File: src/rtl/iop_xfer_ctrl.sv
// AHB-to-IOP transfer controller: minimum wait states, illegal-access and timeout
// ERROR responses. Optional timeout logic is enabled by IOP_XFER_CTRL_TIMEOUT_EN.
module iop_xfer_ctrl #(
  parameter int unsigned WAIT_STATES = 0,
  parameter logic [11:0] ADDR_LIMIT  = 12'h400,
  parameter int unsigned TIMEOUT     = 64
) (
  input  logic        HCLK,
  input  logic        HRESETn,
  input  logic        IOSEL,
  input  logic        IOTRANS,
  input  logic        IOWRITE,
  input  logic [1:0]  IOSIZE,
  input  logic [11:0] IOADDR,
  input  logic        PERIPH_READY,
  output logic        IOSEL_GATED,
  output logic        READY,
  output logic        RESPONSE,
  output logic        ERR_PULSE,
  output logic [1:0]  ERR_CAUSE
);

  typedef enum logic [1:0] {
    S_IDLE = 2'b00,
    S_WAIT = 2'b01,
    S_ERR2 = 2'b10
  } state_t;

  localparam logic [3:0] WCNT_INIT = (WAIT_STATES == 0) ? 4'd0 : 4'(WAIT_STATES - 1);

  state_t     state_q, state_d;
  logic [3:0] wcnt_q, wcnt_d;
  logic [1:0] cause_q, cause_d;

  logic start, size_err, range_err, illegal, done;

  // Direction is carried for status only; no decision depends on it.
  logic unused_iowrite;
  assign unused_iowrite = IOWRITE;

  assign start     = IOSEL & IOTRANS;
  assign size_err  = (IOSIZE == 2'b11) |
                     ((IOSIZE == 2'b01) & IOADDR[0]) |
                     ((IOSIZE == 2'b10) & (|IOADDR[1:0]));
  assign range_err = (IOADDR >= ADDR_LIMIT);
  assign illegal   = size_err | range_err;
  assign done      = (wcnt_q == 4'd0) & PERIPH_READY;

  assign IOSEL_GATED = IOSEL & ~illegal;
  assign ERR_CAUSE   = cause_q;

`ifdef IOP_XFER_CTRL_TIMEOUT_EN
  localparam logic [7:0] TCNT_LAST = 8'(TIMEOUT - 1);
  logic [7:0] tcnt_q, tcnt_d;
  logic       timeout;
  assign timeout = (tcnt_q == TCNT_LAST);
`else
  logic [7:0] unused_timeout;
  assign unused_timeout = 8'(TIMEOUT);
`endif

  always_comb begin
    state_d   = state_q;
    wcnt_d    = wcnt_q;
    cause_d   = cause_q;
    READY     = 1'b1;
    RESPONSE  = 1'b0;
    ERR_PULSE = 1'b0;
`ifdef IOP_XFER_CTRL_TIMEOUT_EN
    tcnt_d    = tcnt_q;
`endif
    case (state_q)
      S_IDLE: begin
        if (start) begin
          if (illegal) begin
            READY     = 1'b0;
            RESPONSE  = 1'b1;
            ERR_PULSE = 1'b1;
            cause_d   = size_err ? 2'b01 : 2'b10;
            state_d   = S_ERR2;
          end else if (!((WAIT_STATES == 0) && PERIPH_READY)) begin
            READY   = 1'b0;
            wcnt_d  = WCNT_INIT;
`ifdef IOP_XFER_CTRL_TIMEOUT_EN
            tcnt_d  = '0;
`endif
            state_d = S_WAIT;
          end
        end
      end
      S_WAIT: begin
        if (done) begin
          state_d = S_IDLE;
`ifdef IOP_XFER_CTRL_TIMEOUT_EN
        end else if (timeout) begin
          READY     = 1'b0;
          RESPONSE  = 1'b1;
          ERR_PULSE = 1'b1;
          cause_d   = 2'b11;
          state_d   = S_ERR2;
`endif
        end else begin
          READY = 1'b0;
          if (wcnt_q != 4'd0) wcnt_d = wcnt_q - 4'd1;
`ifdef IOP_XFER_CTRL_TIMEOUT_EN
          tcnt_d = tcnt_q + 8'd1;
`endif
        end
      end
      S_ERR2: begin
        RESPONSE = 1'b1;
        state_d  = S_IDLE;
      end
      default: state_d = S_IDLE;
    endcase
  end

  always_ff @(posedge HCLK or negedge HRESETn) begin
    if (!HRESETn) begin
      state_q <= S_IDLE;
      wcnt_q  <= '0;
      cause_q <= '0;
    end else begin
      state_q <= state_d;
      wcnt_q  <= wcnt_d;
      cause_q <= cause_d;
    end
  end

`ifdef IOP_XFER_CTRL_TIMEOUT_EN
  always_ff @(posedge HCLK or negedge HRESETn) begin
    if (!HRESETn) tcnt_q <= '0;
    else          tcnt_q <= tcnt_d;
  end
`endif

endmodule

File: config.mk
export PLATFORM = sky130hd
export DESIGN_NAME = iop_xfer_ctrl
export DESIGN_NICKNAME = d
export VERILOG_FILES = /design/src/rtl/iop_xfer_ctrl.sv
export SDC_FILE = /design/constraint.sdc
export NUM_CORES = 1
export LEC_CHECK = 0
export CAP_MARGIN = 10
export CORE_AREA = 2 2 44 46
export DETAILED_ROUTE_END_ITERATION = 16
export DIE_AREA = 0 0 46 48
export RECOVER_POWER = 50
export SETUP_SLACK_MARGIN = 0.05
export SYNTH_ARGS = -nofsm -noshare
export SYNTH_HDL_FRONTEND = slang
export SYNTH_SLANG_ARGS = --single-unit
File: constraint.sdc
create_clock -name HCLK -period 3.4 [get_ports HCLK]
set_clock_uncertainty 0.1 [all_clocks]
set_input_delay 0.34 -clock HCLK [delete_from_list [all_inputs] [get_ports HCLK]]
set_output_delay 0.34 -clock HCLK [all_outputs]
set_load 0.005 [all_outputs]
==> flow_results.org <==
** Status
- The run finished with clean final reports.

** Run
- # Max-Cap Violations :: 0

** Routing
- Across all layers, the routed design uses 470 vias.
- Final WL :: 1060 um
- Avg WL per Cell :: 11.9 um
- The first TritonRoute pass finished after 2 iterations.
- Once detail routing completed, the nets flagged for antenna violations numbered 0.
- For this run, design rule violations remaining after detail routing come to 0.
- Dividing the detail-routed via count by the number of cells gives 5.28.
- Violation count after the first detailed-routing iteration :: 3

** Synth
- Post-synthesis compound-gate area fraction :: 28.4%
- When the netlist entered floorplanning its net count stood at 74.
- Syn Std Cell Area :: 485 um2
- Main combinational cell family by area after synthesis :: compound AO/OA/AOI/OAI gates
- Fraction of the mapped netlist area in adder cells :: 2.58%
- Most instantiated cells after synthesis :: sky130_fd_sc_hd__nor2_1 (9), sky130_fd_sc_hd__dfrtp_1 (8), sky130_fd_sc_hd__a21oi_1 (6)
- Counting distinct cell types in the post-synthesis netlist gives 27.
- Proportion of netlist area held by the largest area contributor :: 41.2%
- Post-synthesis share of cell area spent on and, or, nand and nor gates :: 25.5%
- Number of warnings printed during yosys synthesis :: 0
- Flip-flop and latch count after synthesis :: 8
- sky130_fd_sc_hd__dfrtp_1 takes more of the synthesized area than any other cell.
- Summing the areas of all xor and xnor instances in the mapped netlist gives 0% of the synthesized area.
- Primary FF master, synth :: sky130_fd_sc_hd__dfrtp_1
- Main area contributors after synthesis :: sky130_fd_sc_hd__dfrtp_1 (41%), sky130_fd_sc_hd__nor2_1 (7.0%), sky130_fd_sc_hd__a21oi_1 (6.2%)
- Synthesized netlist cell count :: 53
- Counting flops with an async set or reset pin after synthesis yields a share of 100%.
- Average cell area after synthesis :: 9.16 um2
- Mux cell area share after synthesis :: 0%
- Of the synthesized area, sequential elements account for 41.2%.
- Counting flops with a built-in enable in the synthesized netlist gives 0.
- Yosys instantiated no cell more often than sky130_fd_sc_hd__nor2_1.

** Critical path
- Path depth of the worst reg2reg path :: 7
- CP max FO :: 6
- STA classifies the critical path startpoint as an input port.
- The worst setup path is of the in2out kind.
- Crit Reg-Reg Endpoint :: wcnt_q[3]
- Endpoint kind of the worst setup timing path :: output pin
- Data arrival time at the worst-slack endpoint :: 2.31 ns
- Data on the critical path is required at its endpoint by 2.96 ns.
- In this run the critical register-to-register path is launched from wcnt_q[0].
- In this run the register-to-register setup slack is 1.55 ns.

** Timing
- For the final routed database, the setup TNS stands at 0 ns.
- Max Freq :: 364 MHz
- Setup violations remaining at the end of the flow were counted as 0.
- Headroom to the max-slew limit :: 70.4%
- Setup repair after global routing left no endpoint under its margin.
- Worst Max-Slew Pin Slew :: 0.443 ns
- Final hold vios :: 0
- Part of the cycle the worst path needs :: 80.8%
- Max-slew violation count :: 0
- Final worst path period need :: 2.75 ns

** Clocking
- Buffers inserted to repair hold after CTS numbered 0.
- Clock-pin slew of the registers on the worst-case setup and hold paths :: 0.05 ns
- Clock latency of the later-clocked register in the worst-skew pair :: 0.25 ns
- The clock passes through at most 2 buffers.
- Clock tree synthesis found a total of 8 sinks.
- TritonCTS Buffers :: 3
- Number of resized instances in the post-cts repair step :: 0
- In this run the clock root is driven by a sky130_fd_sc_hd__clkbuf_4.
- Number of setup buffers added after CTS :: 0
- CTS tree :: done
- In this run the number of H-tree levels came out at 1.

** Finish
- Of the cells placed in the final design, the portion with a size suffix greater than 1 is 12.5%.
- Net count of the finished layout :: 95
- Antenna Cells :: 0
- Compared with the post-synthesis result, the final layout area differs by 42.0%.
- With fillers left out, the area of the finished cells amounts to 689 um2.
- Filler cells :: 174

** Floorplan
- Core Footprint :: 0.00169 mm2
- Measured along the y axis, the die boundary spans 48 um.
- The die covers 0.00221 mm2.
- For this configuration, the core starts out at a cell density of 28.7%.
- Ports placed on the boundary :: 26
- Chip Width :: 46 um
- The initialized floorplan defines 15 standard-cell rows.

** Global route
- The first global-routing pass estimated 1830 um of wire.
- Global-route met1 utilization :: 14.0%
- Global Route Usage Sum :: 11.9%
- The initial antenna violation count was 0.
- Pin count of the biggest net entering global routing :: 9
- Global routing finished with a remaining overflow of 0.
- Global routing used 19.4% of the available met2 tracks.
- GRT met3 Usage :: 6.79%
- Number of global-route vias before repair :: 436
- In this run the most used layer during global routing was met2.

** Hold path
- The path class of the tightest hold or removal check is in2async.

** Placed design
- Post-detail-place hpwl :: 853 um
- Summing all placed instances gives a cell area of 667 um2.
- The congestion estimate from routability-driven global placement came to 0.782.
- Buffers placed on the I/O ports in this run total 16.

** Pwr
- The worst-case IR drop observed on VDD is 345 uV.
- The analysis attributes to cell leakage a power of 0.292 nW.
- Power density relative to cell area :: 532 mW/mm2
-- report_power, final --
part / leakage [nW] / internal [mW] / switching [mW]
Clock: 0.0138 / 0.0405 / 0.0333
Combinational: 0.177 / 0.0782 / 0.0623
Sequential: 0.101 / 0.125 / 0.0275
Total: 0.292 / 0.243 / 0.123
-- critical path, cell delays in order --
cell                              delay, ns
sky130_fd_sc_hd__dlygate4sd3_1         0.57
sky130_fd_sc_hd__o21a_1                0.21
sky130_fd_sc_hd__o22ai_1               0.35
sky130_fd_sc_hd__a21oi_1               0.21
sky130_fd_sc_hd__nor2_1                0.13
sky130_fd_sc_hd__nor2_1                0.05
sky130_fd_sc_hd__clkdlybuf4s50_1       0.44
-- cell usage in the layout, fill, tap and decap left out --
master,synthesis,layout
sky130_fd_sc_hd__clkdlybuf4s50_1,0,12
sky130_fd_sc_hd__nor2_1,9,9
sky130_fd_sc_hd__dfrtp_1,8,8
sky130_fd_sc_hd__a21oi_1,6,6
sky130_fd_sc_hd__dlygate4sd3_1,0,4
sky130_fd_sc_hd__inv_1,3,3
sky130_fd_sc_hd__clkbuf_4,0,3
sky130_fd_sc_hd__and3_1,2,2
sky130_fd_sc_hd__nor3b_1,2,2
sky130_fd_sc_hd__a21o_1,2,2
sky130_fd_sc_hd__o31ai_1,2,2
sky130_fd_sc_hd__o21a_1,1,1
sky130_fd_sc_hd__o22ai_1,1,1
sky130_fd_sc_hd__nand3_1,1,1
sky130_fd_sc_hd__nand4b_1,1,1
sky130_fd_sc_hd__nand2b_2,1,1
sky130_fd_sc_hd__a21oi_2,1,1
sky130_fd_sc_hd__a31o_2,1,1
sky130_fd_sc_hd__o41ai_1,1,1
sky130_fd_sc_hd__o21ai_2,1,1
sky130_fd_sc_hd__or2_4,1,1
sky130_fd_sc_hd__nand3b_1,1,1
sky130_fd_sc_hd__nand2b_1,1,1
sky130_fd_sc_hd__o21bai_1,1,1
sky130_fd_sc_hd__or3_1,1,1
sky130_fd_sc_hd__nor2b_1,1,1
sky130_fd_sc_hd__o41ai_2,1,1
sky130_fd_sc_hd__o21ai_0,1,1
sky130_fd_sc_hd__nor3_1,1,1
sky130_fd_sc_hd__ha_1,1,1
-- metal layers --
layer | up-vias | part of all wire [%]
met3 | 0 | 4.7
met2 | 8 | 48
met5 | - | 0
met1 | 227 | 47
li1 | 235 | -
met4 | 0 | 0
-- per-stage QoR --
| step | util [%] | total power, mW | hold slack [ns] | setup slack (ns) | instances |
|---|---|---|---|---|---|
| global placement | 39.5 | 0.294 | 0.383 | 0.790 | 86 |
| detailed placement | 39.5 | 0.299 | 0.405 | 0.796 | 86 |
| CTS | 40.8 | 0.376 | 0.280 | 0.785 | 89 |
| floorplan | - | 0.239 | -0.0556 | 1.70 | 53 |
| finish | 40.8 | 0.367 | 0.334 | 0.654 | 89 |
| global route | 40.8 | 0.402 | 0.361 | 0.503 | 89 |
-- cells by family after synthesis --
logic type | count (synthesis)
buffers and inverters | 3
flip-flops | 8
adder cells (fa/ha/maj) | 1
AND/OR/NAND/NOR | 22
AO/OA/AOI/OAI | 19
-- layout make-up --
cell class,instances,area (um2),share of cell area [%]
multi-input combinational,42,274,39.7
sequential,8,200,29.0
timing repair buffer,16,160,23.2
clock buffer,3,22.5,3.27
tap,17,21.3,3.09
inverter,3,11.3,1.63
-- flip-flops by register name, indices dropped and copies added, names as in the netlist --
signal / flops
wcnt_q: 4
ERR_CAUSE: 2
state_q: 2
-- worst max-delay path by stage --
stage,start,to,slack [ns],depth (start not counted)
after floorplan,wcnt_q[0],wcnt_q[3],1.70,7
after global placement,IOADDR[0],RESPONSE,0.79,7
after detailed placement,IOADDR[0],RESPONSE,0.80,7
after CTS,IOADDR[0],RESPONSE,0.79,7
after global routing,IOADDR[0],RESPONSE,0.50,7
final,IOADDR[0],RESPONSE,0.65,7
(Power assumes the default switching activity.)
